===== config.mk =====
export PLATFORM = sky130hd
export DESIGN_NAME = pixel_frame_sched_flat
export DESIGN_NICKNAME = d
export VERILOG_FILES = /design/src/rtl/pixel_frame_sched_if.sv /design/src/rtl/pixel_frame_sched.sv /design/src/flat_wrapper.sv
export SDC_FILE = /design/constraint.sdc
export NUM_CORES = 1
export LEC_CHECK = 0
export BUFFER_PORTS_ARGS = -buffer_cell sky130_fd_sc_hd__buf_2
export CAP_MARGIN = 40
export CELL_PAD_IN_SITES_DETAIL_PLACEMENT = 1
export CELL_PAD_IN_SITES_GLOBAL_PLACEMENT = 1
export CORE_MARGIN = 3
export CORE_UTILIZATION = 38
export DETAILED_ROUTE_END_ITERATION = 10
export GPL_ROUTABILITY_DRIVEN = 0
export PLACE_DENSITY_LB_ADDON = 0.1
export SYNTH_ARGS = -nofsm -noshare
export SYNTH_HDL_FRONTEND = slang
export SYNTH_SLANG_ARGS = --single-unit

===== constraint.sdc =====
create_clock -name clk -period 2.69 [get_ports clk]
set_clock_uncertainty 0.2 [all_clocks]
set_input_delay 0.1345 -clock clk [delete_from_list [all_inputs] [get_ports clk]]
set_output_delay 0.1345 -clock clk [all_outputs]
set_load 0.03 [all_outputs]

===== src/rtl/pixel_frame_sched_if.sv =====
// Memory read port and pixel stream bundle for the frame scheduler.
// Pixel stream: a transfer happens on a rising edge where pix_valid && pix_ready;
// while pix_valid=1 and pix_ready=0 the producer holds pix_data and markers stable,
// and pix_valid is never withdrawn except by abort or reset.
interface pixel_frame_sched_if #(
  parameter int AW = 10
);
  logic          mem_rd_en;
  logic [AW-1:0] mem_addr;
  logic [7:0]    mem_rdata;
  logic [7:0]    pix_data;
  logic          pix_valid;
  logic          pix_ready;
  logic          pix_sof;
  logic          pix_eol;
  logic          pix_eof;

  // Scheduler side
  modport master (
    output mem_rd_en, mem_addr,
    input  mem_rdata,
    output pix_data, pix_valid, pix_sof, pix_eol, pix_eof,
    input  pix_ready
  );

  // Image memory and downstream consumer side
  modport slave (
    input  mem_rd_en, mem_addr,
    output mem_rdata,
    input  pix_data, pix_valid, pix_sof, pix_eol, pix_eof,
    output pix_ready
  );
endinterface


===== src/rtl/pixel_frame_sched.sv =====
// Frame scheduler: issues image-memory reads for NPIX pixels per frame, runs a
// requested number of frames with an idle gap between them, and streams the
// pixels with sof/eol/eof markers through a 2-entry output FIFO.
module pixel_frame_sched #(
  parameter int IMG_W   = 28,
  parameter int IMG_H   = 28,
  parameter int AW      = 10,
  parameter int GAP_CYC = 4,
  parameter int FW      = 8
) (
  input  logic              clk,
  input  logic              rst,
  input  logic              start,
  input  logic [FW-1:0]     num_frames,
  input  logic              abort,
  pixel_frame_sched_if.master bus,
  output logic              busy,
  output logic              done,
  output logic [FW-1:0]     frame_idx,
  output logic [1:0]        dbg_state
);

  localparam int NPIX = IMG_W * IMG_H;
  localparam int CW   = (IMG_W > 1) ? $clog2(IMG_W) : 1;
  localparam int RW   = (IMG_H > 1) ? $clog2(IMG_H) : 1;
  localparam int GW   = (GAP_CYC > 1) ? $clog2(GAP_CYC) : 1;

  localparam logic [1:0] S_IDLE  = 2'd0;
  localparam logic [1:0] S_RUN   = 2'd1;
  localparam logic [1:0] S_DRAIN = 2'd2;
  localparam logic [1:0] S_GAP   = 2'd3;

  logic [1:0]    state_q, state_d;
  logic [AW-1:0] addr_q, addr_d;
  logic [CW-1:0] col_q, col_d;
  logic [RW-1:0] row_q, row_d;
  logic [FW-1:0] frames_q, frames_d;
  logic [FW-1:0] fidx_q, fidx_d;
  logic [GW-1:0] gap_q, gap_d;
  logic          done_q, done_d;
  logic          infl_q, infl_d;     // a read was issued last cycle; data is on mem_rdata now
  logic [2:0]    mk_q, mk_d;         // {sof, eol, eof} travelling with the in-flight read
  logic [10:0]   e0_q, e0_d;         // FIFO head {data, sof, eol, eof}
  logic [10:0]   e1_q, e1_d;         // FIFO second entry
  logic [1:0]    cnt_q, cnt_d;       // FIFO occupancy 0..2

  logic          pop;
  logic          push;
  logic          rd_en;
  logic [2:0]    occ;
  logic          last_addr;
  logic [10:0]   wr_ent;
  logic [2:0]    mk_now;

  // Handshake, read-issue throttle and marker decode for the current address
  always_comb begin
    pop       = (cnt_q != 2'd0) && bus.pix_ready;
    push      = infl_q;
    occ       = {1'b0, cnt_q} + {2'b00, infl_q};
    rd_en     = (state_q == S_RUN) && (occ < (3'd2 + {2'b00, pop}));
    last_addr = (addr_q == AW'(NPIX - 1));
    mk_now    = {(row_q == '0) && (col_q == '0), col_q == CW'(IMG_W - 1), last_addr};
    wr_ent    = {bus.mem_rdata, mk_q};
  end

  // Next-state: frame sequencing, address/row/col counters, FIFO, abort flush
  always_comb begin
    state_d  = state_q;
    addr_d   = addr_q;
    col_d    = col_q;
    row_d    = row_q;
    frames_d = frames_q;
    fidx_d   = fidx_q;
    gap_d    = gap_q;
    done_d   = 1'b0;
    infl_d   = rd_en;
    mk_d     = rd_en ? mk_now : mk_q;
    e0_d     = e0_q;
    e1_d     = e1_q;
    cnt_d    = cnt_q;

    unique case (state_q)
      S_IDLE: begin
        if (start) begin
          frames_d = (num_frames == '0) ? FW'(1) : num_frames;
          fidx_d   = '0;
          addr_d   = '0;
          col_d    = '0;
          row_d    = '0;
          state_d  = S_RUN;
        end
      end
      S_RUN: begin
        if (rd_en) begin
          if (col_q == CW'(IMG_W - 1)) begin
            col_d = '0;
            row_d = (row_q == RW'(IMG_H - 1)) ? '0 : row_q + RW'(1);
          end else begin
            col_d = col_q + CW'(1);
          end
          if (last_addr) begin
            addr_d  = '0;
            state_d = S_DRAIN;
          end else begin
            addr_d = addr_q + AW'(1);
          end
        end
      end
      S_DRAIN: begin
        // Empty FIFO with nothing in flight means the eof pixel has transferred
        if ((cnt_q == 2'd0) && !infl_q) begin
          if (fidx_q != (frames_q - FW'(1))) begin
            fidx_d  = fidx_q + FW'(1);
            gap_d   = '0;
            state_d = (GAP_CYC == 0) ? S_RUN : S_GAP;
          end else begin
            done_d  = 1'b1;
            state_d = S_IDLE;
          end
        end
      end
      S_GAP: begin
        if (gap_q == GW'(GAP_CYC - 1)) begin
          addr_d  = '0;
          state_d = S_RUN;
        end else begin
          gap_d = gap_q + GW'(1);
        end
      end
      default: state_d = S_IDLE;
    endcase

    unique case ({push, pop})
      2'b10: begin
        if (cnt_q == 2'd0) e0_d = wr_ent;
        else               e1_d = wr_ent;
        cnt_d = cnt_q + 2'd1;
      end
      2'b01: begin
        e0_d  = e1_q;
        cnt_d = cnt_q - 2'd1;
      end
      2'b11: begin
        if (cnt_q == 2'd2) begin
          e0_d = e1_q;
          e1_d = wr_ent;
        end else begin
          e0_d = wr_ent;
        end
      end
      default: ;
    endcase

    if (abort) begin
      state_d = S_IDLE;
      addr_d  = '0;
      col_d   = '0;
      row_d   = '0;
      gap_d   = '0;
      done_d  = 1'b0;
      infl_d  = 1'b0;
      mk_d    = '0;
      e0_d    = '0;
      e1_d    = '0;
      cnt_d   = '0;
    end
  end

  // State and datapath registers with synchronous reset
  always_ff @(posedge clk) begin
    if (rst) begin
      state_q  <= S_IDLE;
      addr_q   <= '0;
      col_q    <= '0;
      row_q    <= '0;
      frames_q <= '0;
      fidx_q   <= '0;
      gap_q    <= '0;
      done_q   <= 1'b0;
      infl_q   <= 1'b0;
      mk_q     <= '0;
      e0_q     <= '0;
      e1_q     <= '0;
      cnt_q    <= '0;
    end else begin
      state_q  <= state_d;
      addr_q   <= addr_d;
      col_q    <= col_d;
      row_q    <= row_d;
      frames_q <= frames_d;
      fidx_q   <= fidx_d;
      gap_q    <= gap_d;
      done_q   <= done_d;
      infl_q   <= infl_d;
      mk_q     <= mk_d;
      e0_q     <= e0_d;
      e1_q     <= e1_d;
      cnt_q    <= cnt_d;
    end
  end

  // Output mapping
  always_comb begin
    bus.mem_rd_en = rd_en;
    bus.mem_addr  = addr_q;
    bus.pix_valid = (cnt_q != 2'd0);
    bus.pix_data  = e0_q[10:3];
    bus.pix_sof   = e0_q[2];
    bus.pix_eol   = e0_q[1];
    bus.pix_eof   = e0_q[0];
    busy          = (state_q != S_IDLE);
    done          = done_q;
    frame_idx     = fidx_q;
    dbg_state     = state_q;
  end

  // The read throttle guarantees a push never lands on a full FIFO without a pop
  a_no_overflow: assert property (@(posedge clk) disable iff (rst)
    (push && !pop) |-> (cnt_q != 2'd2));

endmodule


===== src/flat_wrapper.sv =====
// flat-port wrapper written by rule: the top's interface ports become plain ports
module pixel_frame_sched_flat 
#(
  parameter int IMG_W   = 28,
  parameter int IMG_H   = 28,
  parameter int AW      = 10,
  parameter int GAP_CYC = 4,
  parameter int FW      = 8
)
  (clk, rst, start, num_frames, abort, busy, done, frame_idx, dbg_state, bus_mem_rd_en, bus_mem_addr, bus_mem_rdata, bus_pix_data, bus_pix_valid, bus_pix_sof, bus_pix_eol, bus_pix_eof, bus_pix_ready);
  pixel_frame_sched_if #(.AW(AW)) bus_i ();
  input  logic clk;
  input  logic rst;
  input  logic start;
  input  logic [FW-1:0] num_frames;
  input  logic abort;
  output logic busy;
  output logic done;
  output logic [FW-1:0] frame_idx;
  output logic [1:0] dbg_state;
  output wire logic [$bits(bus_i.mem_rd_en)-1:0] bus_mem_rd_en;
  output wire logic [$bits(bus_i.mem_addr)-1:0] bus_mem_addr;
  input wire logic [$bits(bus_i.mem_rdata)-1:0] bus_mem_rdata;
  output wire logic [$bits(bus_i.pix_data)-1:0] bus_pix_data;
  output wire logic [$bits(bus_i.pix_valid)-1:0] bus_pix_valid;
  output wire logic [$bits(bus_i.pix_sof)-1:0] bus_pix_sof;
  output wire logic [$bits(bus_i.pix_eol)-1:0] bus_pix_eol;
  output wire logic [$bits(bus_i.pix_eof)-1:0] bus_pix_eof;
  input wire logic [$bits(bus_i.pix_ready)-1:0] bus_pix_ready;
  assign bus_mem_rd_en = bus_i.mem_rd_en;
  assign bus_mem_addr = bus_i.mem_addr;
  assign bus_i.mem_rdata = bus_mem_rdata;
  assign bus_pix_data = bus_i.pix_data;
  assign bus_pix_valid = bus_i.pix_valid;
  assign bus_pix_sof = bus_i.pix_sof;
  assign bus_pix_eol = bus_i.pix_eol;
  assign bus_pix_eof = bus_i.pix_eof;
  assign bus_i.pix_ready = bus_pix_ready;
  pixel_frame_sched #(.IMG_W(IMG_W), .IMG_H(IMG_H), .AW(AW), .GAP_CYC(GAP_CYC), .FW(FW)) u_core (.clk(clk), .rst(rst), .start(start), .num_frames(num_frames), .abort(abort), .bus(bus_i), .busy(busy), .done(done), .frame_idx(frame_idx), .dbg_state(dbg_state));
endmodule

**Yosys cells after proc, flatten, opt, wreduce, memory -nomap -nowiden**

Cells that the tools add are included.

- Bits in registers: 69
- Input port bits: 21
- Output and inout bits: 35
- Logic and storage cells: 116

- Add/sub/neg operators: 10
- $lt $le $gt $ge: 1
- Equal/unequal tests: 23
- Multiplexer cells: 37
- Bitwise logic cells: 2
- Reduce and logical (&&, ||, !) cells: 30

Operators by type and width:

| cell | number |
|---|---|
| 11-bit 2-to-1 mux | 4 |
| 10-bit 2-to-1 mux | 4 |
| 11-bit one-hot mux with 3 select lines | 1 |
| 8-bit 2-to-1 mux | 4 |
| 5-bit 2-to-1 mux | 6 |
| 10-bit one-hot mux with 3 select lines | 1 |
| 11-bit one-hot mux with 2 select lines | 1 |
| 5-bit one-hot mux with 2 select lines | 2 |
| 2-bit 2-to-1 mux | 9 |
| 2-bit by 1-bit inequality test with 1-bit output, second input constant | 8 |
| 8-bit one-hot mux with 2 select lines | 1 |
| 4-bit AND reduction | 4 |
| 2-bit nonzero test | 7 |
| 2-bit equality test, second input constant | 6 |
| 10-bit by 1-bit adder with 10-bit output, second input constant | 1 |
| 5-bit by 1-bit adder with 5-bit output, second input constant | 2 |
| 10-bit equality test, second input constant | 1 |
| 5-bit equality test, second input constant | 2 |
| 5-bit logical NOT | 2 |
| 8-bit by 1-bit adder with 8-bit output, second input constant | 1 |
| 8-bit logical NOT | 1 |
| 8-bit inequality test | 1 |
| 2-bit one-hot mux with 2 select lines | 2 |
| 2-bit one-hot mux with 4 select lines | 1 |
| other kinds (19) | 31 |

**Depth between registers and ports, before layout**

Gate-level depths: netlist of the first run.

- Depth in word-level cells: 7
- Mapped depth: 11
- Depth with buffers taken out: 9

**Worst setup path before layout of the first run**

No wires, ideal clock.

- Path kind: reg-to-reg
- From: reg u_core.cnt_q[0]
- To: reg u_core.e1_q[6]
- Setup time: 0.128 ns
- Arrival time: 2.449 ns
- Required time: 2.362 ns
- Path slack: -0.087 ns
- Cell stages (with the launch flop): 10
- Buffers on the path: 3
- Clock period less this slack: 2.777 ns
- Cell sequence: dfxtp_1 buf_2 o21ai_1 clkbuf_1 inv_1 ha_1 a211oi_1 clkbuf_1 mux2i_1 nor2_1

- Longest elaborated chain between the ends: 5
- Elaborated cells on any way between the ends: 11
- Classes of those cells: 5 x eq/ne; 1 x mux; 5 x reduce/logical

RTL lines:

| element | line | text |
|---|---|---|
| start, declared | pixel_frame_sched.sv:45 | `logic [1:0] cnt_q, cnt_d;` |
| start signal, assigned | pixel_frame_sched.sv:198 | `cnt_q <= cnt_d;` |
| 2-bit nonzero test | pixel_frame_sched.sv:57 | `pop = (cnt_q != 2'd0) && bus.pix_ready;` |
| 1-bit logical AND | pixel_frame_sched.sv:57 |  |
| 2-bit equality test | pixel_frame_sched.sv:133 | `unique case ({push, pop})` |
| 2-bit by 1-bit inequality test with 1-bit output (no line), or another cell as far along | n/a |  |
| 3-bit AND reduction (no line) | n/a |  |
| end signal, assigned | pixel_frame_sched.sv:183 | `e1_q <= '0;` |
| end signal, assigned | pixel_frame_sched.sv:197 | `e1_q <= e1_d;` |
| end, declared | pixel_frame_sched.sv:44 | `logic [10:0] e1_q, e1_d;` |

Several ways; a longest one is shown, not always the timed one.
A chain may end at the register's enable or synchronous reset.

**Worst setup path after layout of the first run**

- From: reg u_core.frames_q[0]
- To: reg u_core.fidx_q[7], in the netlist u_core.frame_idx[7]

- Longest elaborated chain between the ends: 4

RTL lines:

| element | line | text |
|---|---|---|
| start, declared | pixel_frame_sched.sv:37 | `logic [FW-1:0] frames_q, frames_d;` |
| start signal, assigned | pixel_frame_sched.sv:190 | `frames_q <= frames_d;` |
| 8-bit by 1-bit subtractor with 8-bit output | pixel_frame_sched.sv:112 | `if (fidx_q != (frames_q - FW'(1))) begin` |
| 8-bit inequality test | pixel_frame_sched.sv:112 |  |
| 2-bit by 1-bit inequality test with 1-bit output (no line) | n/a |  |
| 4-bit AND reduction (no line) | n/a |  |
| end signal, assigned | pixel_frame_sched.sv:191 | `fidx_q <= fidx_d;` |
| end, declared | pixel_frame_sched.sv:38 | `logic [FW-1:0] fidx_q, fidx_d;` |

Every way passes these cells.

==> impl_metrics.csv, run 1 <==
group,metric,value,unit
route,avgViaCountPerCell,5.390,
cts,clock-sinks,69,
worst_setup_path,path_class,"register to register",
global_route,grt_max_degree,33,
route,wl,9926,um
route,initialDrtViolationCount,101,
cts,cts_buffers,9,
worst_setup_path,critPathLaunchType,"register",
global_route,grt_use_met2,33.37,%
hold_path,hp-start,"bus_pix_ready",
logic_synthesis,netlist-cell-type-count,48,
worst_setup_path,reg2regPathDepth,9,
floorplanning,die_w,102.7,um
route,drtAntennaViolNets,0,
logic_synthesis,syn_area,3551,um2
hold_path,hold_path_class,"primary input to register",
final_layout,layout_common_cells,"dfxtp_1 (69), nor2_1 (63), buf_2 (55)",
logic_synthesis,syn-num-nets,464,
hold_path,holdPathStages,6,
timing,timing.slew.headroom,58.19,%
cts,ctsLongestPathBuffers,2,
timing,tns,0,ps
pwr,power.leakage,1.861,nW
worst_setup_path,cp-end-kind,"register",
floorplanning,rows,34,
timing,hold_viol_final,0,
floorplanning,core-area,8891,um2
global_route,antenna_found_initial,1,
final_layout,area_growth,27.48,%
worst_setup_path,cp_max_fo,8,
global_route,overflow,0,
run,cap_violations,0,
global_route,use_met1,24.53,%
global_route,busiest_layer,"met2",
route,routedWlPerCell,15.86,um
global_route,grt_pass1_wl,16370,um
logic_synthesis,synthCells,425,
pwr,power_density,510.9,nW/um2
final_layout,stdcell_count,626,
floorplanning,start_util,39.94,%
timing,period_share,96.25,%
final_layout,drive_gt1_share,19.92,%
status,status,"completed",
pwr,max-vdd-ir-drop,393.6,uV
worst_setup_path,r2r-start,"u_core.frames_q[0]$_SDFFE_PP0P_",
floorplanning,die_y,102.7,um
floorplanning,ios,56,
placement,placedCellCount,582,
cts,cts-root-buf,"clkbuf_8",
logic_synthesis,synth_warnings,0,
timing,setup_viol,0,
logic_synthesis,syn_area_per_cell,8.355,um2
global_route,grt.met3_usage,3.857,%
cts,cts.clk_slew.worst_paths,80,ps
timing,slew_violations,0,
worst_setup_path,crit_required,2770,ps
logic_synthesis,synth_seq_cells,69,
logic_synthesis,synth_edf_count,0,
final_layout,fillerInstances,1079,
timing,min_period,2589,ps
global_route,grt_pass1_vias,3375,
placement,numPortBuffers,55,
cts,clock_latency,350,ps
final_layout,nNetsFinal,551,
route,drc_errors,0,
worst_setup_path,startpoint,"u_core.frames_q[0]$_SDFFE_PP0P_",
floorplanning,die_area,10540,um2
placement,post-dp-hpwl,6894,um
worst_setup_path,cp.arrival,2670,ps
timing,tightestPinTransition,627.1,ps
route,via_count,3374,
logic_synthesis,synth_ff_type,"dfxtp_1",
timing,fmax,0.3862,GHz
global_route,grt_usage,19.47,%
final_layout,final_common_cell,"dfxtp_1",
cts,htreeDepth,3,
logic_synthesis,async_flop_share,0,%
logic_synthesis,ys_seq_area_share,38.90,%
cts,cts_tree,"done",
route,first_pass_iters,5,
[critical path: stages (launching register included)]
cell and delay (ps):
dfxtp_1 360, inv_1 140, ha_4 210, o21bai_1 120, a2111o_1 150, o311ai_1 130
o32ai_1 380, nor2_1 170, or4_1 520, a21oi_1 140
[sequential cells by signal (all words and copies together) (netlist names), 3 cells and up]
signal / flops
u_core.bus.mem_addr: 10
u_core.col_q: 5
u_core.e0_q: 11
u_core.e1_q: 11
u_core.frame_idx: 8
u_core.frames_q: 8
u_core.mk_q: 3
u_core.row_q: 5
[metrics by stage]
stage | instance area [um2] | hold WS, ps | setup slack [ps] | utilization, % | power [mW]
after floorplan | 3552 | 70.47 | 58.10 | - | 1.232
after global placement | 3986 | 189.6 | 93.32 | 44.84 | 1.306
after detailed placement | 3994 | 201.4 | -23.85 | 44.92 | 1.312
after CTS | 4481 | 247.9 | 18.44 | 50.39 | 2.332
after global routing | 4527 | 319.5 | -164.5 | 50.91 | 2.433
final | 4527 | 265.9 | 100.8 | 50.91 | 2.313
[final cells by class]
class	count	area (um2)	share of cell area [%]
multi-input cells	319	2069	45.72
flip-flops and latches	69	1381	30.51
repair buffers	96	645.6	14.26
well taps	108	135.1	2.985
clock buffers	9	123.9	2.736
clock inverters	7	105.1	2.322
inverters	17	63.81	1.410
diodes	1	2.502	0.05528
[final timing paths]
| path | to | slack, ps |
|---|---|---|
| worst min register to register | u_core.e0_q[4]$_SDFFE_PP0P_ | 300 |
| worst max-delay path | u_core.frame_idx[7]$_SDFFE_PP0P_ | 100 |
| worst min-delay path | u_core.cnt_q[0]$_SDFFE_PP0P_ | 270 |
| worst max register to register | u_core.frame_idx[7]$_SDFFE_PP0P_ | 100 |
[report_power, final]
part           leakage [nW]  switching, mW  internal, mW
clock                 0.112          0.446         0.537
sequential            0.558         0.0212          1.04
combinational          1.19          0.153         0.119
[cells by family after synthesis]
| kind of cell | Yosys count | share of synthesized area (%) |
|---|---|---|
| and+or+nand+nor | 180 | 24.28 |
| AOI/OAI and AO/OA | 77 | 15.01 |
| DFF | 69 | 38.90 |
| buffers and inverters | 37 | 3.982 |
| xor gates and xnor gates | 27 | 6.659 |
| adders and majority gates | 18 | 6.343 |
| muxes | 17 | 4.827 |
[cell usage after synthesis, types with 9 or more instances]
| cell type | n | area [um2] |
|---|---|---|
| dfxtp_1 | 69 | 1381 |
| nor2_1 | 64 | 240.2 |
| nand2_1 | 39 | 146.4 |
| a21oi_1 | 25 | 125.1 |
| nor3_1 | 19 | 95.09 |
| clkbuf_1 | 18 | 67.56 |
| ha_1 | 18 | 225.2 |
| xor2_1 | 17 | 148.9 |
| inv_1 | 16 | 60.06 |
| mux2i_1 | 16 | 160.2 |
| nand3_1 | 13 | 65.06 |
| a222oi_1 | 11 | 110.1 |
| nand4_1 | 11 | 68.82 |
| xnor2_1 | 10 | 87.58 |
| o21ai_0 | 9 | 45.04 |
[per-layer routing]
| metal | share of wire [%] | vias to the layer above |
|---|---|---|
| met1 | 46 | 1628 |
| met4 | 1.2 | 0 |
| li1 | - | 1681 |
| met3 | 3.3 | 10 |
| met5 | 0 | - |
| met2 | 49 | 55 |
[what timing repair did]
| item | CTS | global route |
|---|---|---|
| gates resized for setup | 1 | 6 |
| hold buffers | 25 | 0 |
| endpoints found under the hold margin | 27 | 0 |
| gates cloned | 0 | 0 |
| pin swaps | 0 | 3 |
| endpoints found under the setup margin | 6 | 14 |
| setup buffers | 0 | 2 |
Note: power is estimated with default switching activity, not from simulation.
==> run 2: changes to the inputs <==
--- a/config.mk
+++ b/config.mk
@@ -10,10 +10,11 @@
 export CELL_PAD_IN_SITES_DETAIL_PLACEMENT = 1
 export CELL_PAD_IN_SITES_GLOBAL_PLACEMENT = 1
 export CORE_MARGIN = 3
-export CORE_UTILIZATION = 38
+export CORE_UTILIZATION = 42
 export DETAILED_ROUTE_END_ITERATION = 10
 export GPL_ROUTABILITY_DRIVEN = 0
 export PLACE_DENSITY_LB_ADDON = 0.1
+export SLEW_MARGIN = 20
 export SYNTH_ARGS = -nofsm -noshare
 export SYNTH_HDL_FRONTEND = slang
 export SYNTH_SLANG_ARGS = --single-unit
==> constraint.sdc (replaced) <==
create_clock -name clk -period 2.4 [get_ports clk]
set_clock_uncertainty 0.2 [all_clocks]
set_input_delay 0.12 -clock clk [delete_from_list [all_inputs] [get_ports clk]]
set_output_delay 0.12 -clock clk [all_outputs]
set_load 0.03 [all_outputs]
==> run 2 against run 1 <==
The flow now finishes with violations (negative hold slack, negative setup slack). Final cell count up 2.9%. Sequential power is 11% higher. Die area fell by 9.0%. First-iteration DRC count up 100%. Sequential share of layout area down 2.0 points. Setup slack worse by 340 ps. Cell area up 7.8%. Clock power is 4% higher. Global-route usage increased by 4.2 points. Critical path depth unchanged. Largest power group unchanged.
==> impl_metrics.csv, run 2 (synthesized netlist as in run 1, its figures left out) <==
group,metric,value,unit
floorplanning,ios,56,
route,via_count,3664,
final_layout,postLayoutCellArea,4878,um2
route,wl,12440,um
pwr,power.leakage,1.998,nW
pwr,power_density,532.3,nW/um2
placement,post-dp-hpwl,7325,um
floorplanning,die_w,97.95,um
global_route,grt_usage,23.69,%
cts,clock-sinks,69,
timing,tightestPinTransition,625.8,ps
placement,placedCellCount,599,
floorplanning,rows,32,
worst_setup_path,slowest_stage,"dfxtp_1",
worst_setup_path,cp_num_buf_inv,2,
floorplanning,die_area,9594,um2
worst_setup_path,cp-end-kind,"register",
floorplanning,start_util,44.57,%
worst_setup_path,r2r-start,"u_core.frames_q[3]$_SDFFE_PP0P_",
final_layout,stdcell_count,644,
cts,cts_buffers,9,
global_route,grt_max_degree,33,
timing,slew_violations,0,
worst_setup_path,cp.arrival,2710,ps
route,routedWlPerCell,19.32,um
route,drtAntennaViolNets,0,
route,initialDrtViolationCount,202,
final_layout,drive_gt1_share,29.39,%
placement,place_ws,-127.5,ps
timing,hold_viol_final,2,
hold_path,hp-start,"abort",
timing,tns,-857.7,ps
placement,numPortBuffers,55,
status,status,"complete, but fails checks",
timing,finalWorstSetupSlack,-242.1,ps
timing,period_share,110.1,%
final_layout,nNetsFinal,575,
timing,timing.slew.headroom,58.28,%
final_layout,final_util,61.23,%
global_route,antenna_found_initial,1,
final_layout,layout_common_cells,"nor2_1 (63), dfxtp_1 (62), buf_2 (55)",
timing,min_period,2642,ps
run,cap_violations,0,
floorplanning,die_y,97.95,um
global_route,grt_pass1_wl,18690,um
pwr,finalPower,2.597,mW
worst_setup_path,crit_path_cell_trace,"buf_4, xor2_1, xnor2_1, and4bb_2, o211ai_4, a21oi_4, buf_6, or3_4, a21oi_2",
timing,setup_viol,10,
route,avgViaCountPerCell,5.689,
final_layout,area_growth,37.39,%
cts,htreeDepth,3,
placement,placed_area,4165,um2
timing,rsz0062_at_grt,"yes",
pwr,max-vdd-ir-drop,250.5,uV
worst_setup_path,cp_max_fo,8,
global_route,overflow,0,
status,violations,"negative hold slack, negative setup slack",
cts,cts.clk_slew.worst_paths,90,ps
floorplanning,core-area,7968,um2
hold_path,hold_path_class,"primary input to register",
final_layout,final_common_cell,"nor2_1",
cts,clock_latency,360,ps
route,drc_errors,0,
timing,fmax,0.3785,GHz
timing,whs,-15.23,ps
cts,cts_tree,"done",
global_route,grt_pass1_vias,3783,
cts,ctsLongestPathBuffers,2,
cts,cts-root-buf,"clkbuf_8",
route,first_pass_iters,5,
worst_setup_path,startpoint,"u_core.frames_q[3]$_SDFFE_PP0P_",
worst_setup_path,crit_path_max_incr_delay,490,ps
worst_setup_path,path_class,"register to register",
worst_setup_path,critPathLaunchType,"register",
worst_setup_path,crit_required,2470,ps
worst_setup_path,crit_family,"simple AND/OR/NAND/NOR gates",
==> run 2: path summary, 6_finish.rpt <==
| check | slack, ps | depth (start not counted) | to |
|---|---|---|---|
| max | -240 | 9 | u_core.frame_idx[2]$_SDFFE_PP0P_ |
| min | -20 | 4 | u_core.dbg_state[1]$_SDFFE_PP0P_ |
| max reg2reg | -240 | 9 | u_core.frame_idx[2]$_SDFFE_PP0P_ |
| min reg2reg | 300 | 2 | u_core.e0_q[9]$_SDFFE_PP0P_ |
==> run 2: what timing repair did <==
action / CTS / global route
buffers inserted: 2 / 2
setup endpoints to repair: 16 / 27
hold buffers: 24 / 0
gates resized for setup: 11 / 41
hold endpoints to repair: 25 / 0
pin swaps: 7 / 16
==> run 2: area by class of cell <==
class	count	area, um2
Multi-Input combinational cell	319	2240
Tap cell	102	127.6
Timing Repair Buffer	120	842.1
Sequential cell	69	1393
Antenna cell	1	2.502
Inverter	17	63.81
Clock inverter	4	55.05
Fill cell	956	3089
Clock buffer	12	155.1
==> run 2: where the power goes <==
group	total [mW]	internal (mW)	leakage, nW	switching (mW)
Sequential	1.18	1.16	0.561	0.0224
Combinational	0.390	0.171	1.33	0.220
Clock	1.02	0.543	0.103	0.478
==> run 2: worst min-delay path: stages <==
cell and delay [ps]:
buf_2 90, nor2_1 120, nand2_1 100, o31ai_1 60
==> run 2: per-layer routing <==
| metal | wire (um) | vias up | track usage (%) |
|---|---|---|---|
| li1 | - | 1736 | - |
| met4 | 442 | 0 | 10.01 |
| met5 | 0 | - | 0 |
| met3 | 474 | 35 | 4.071 |
| met2 | 6365 | 103 | 41.36 |
| met1 | 5161 | 1790 | 28.60 |
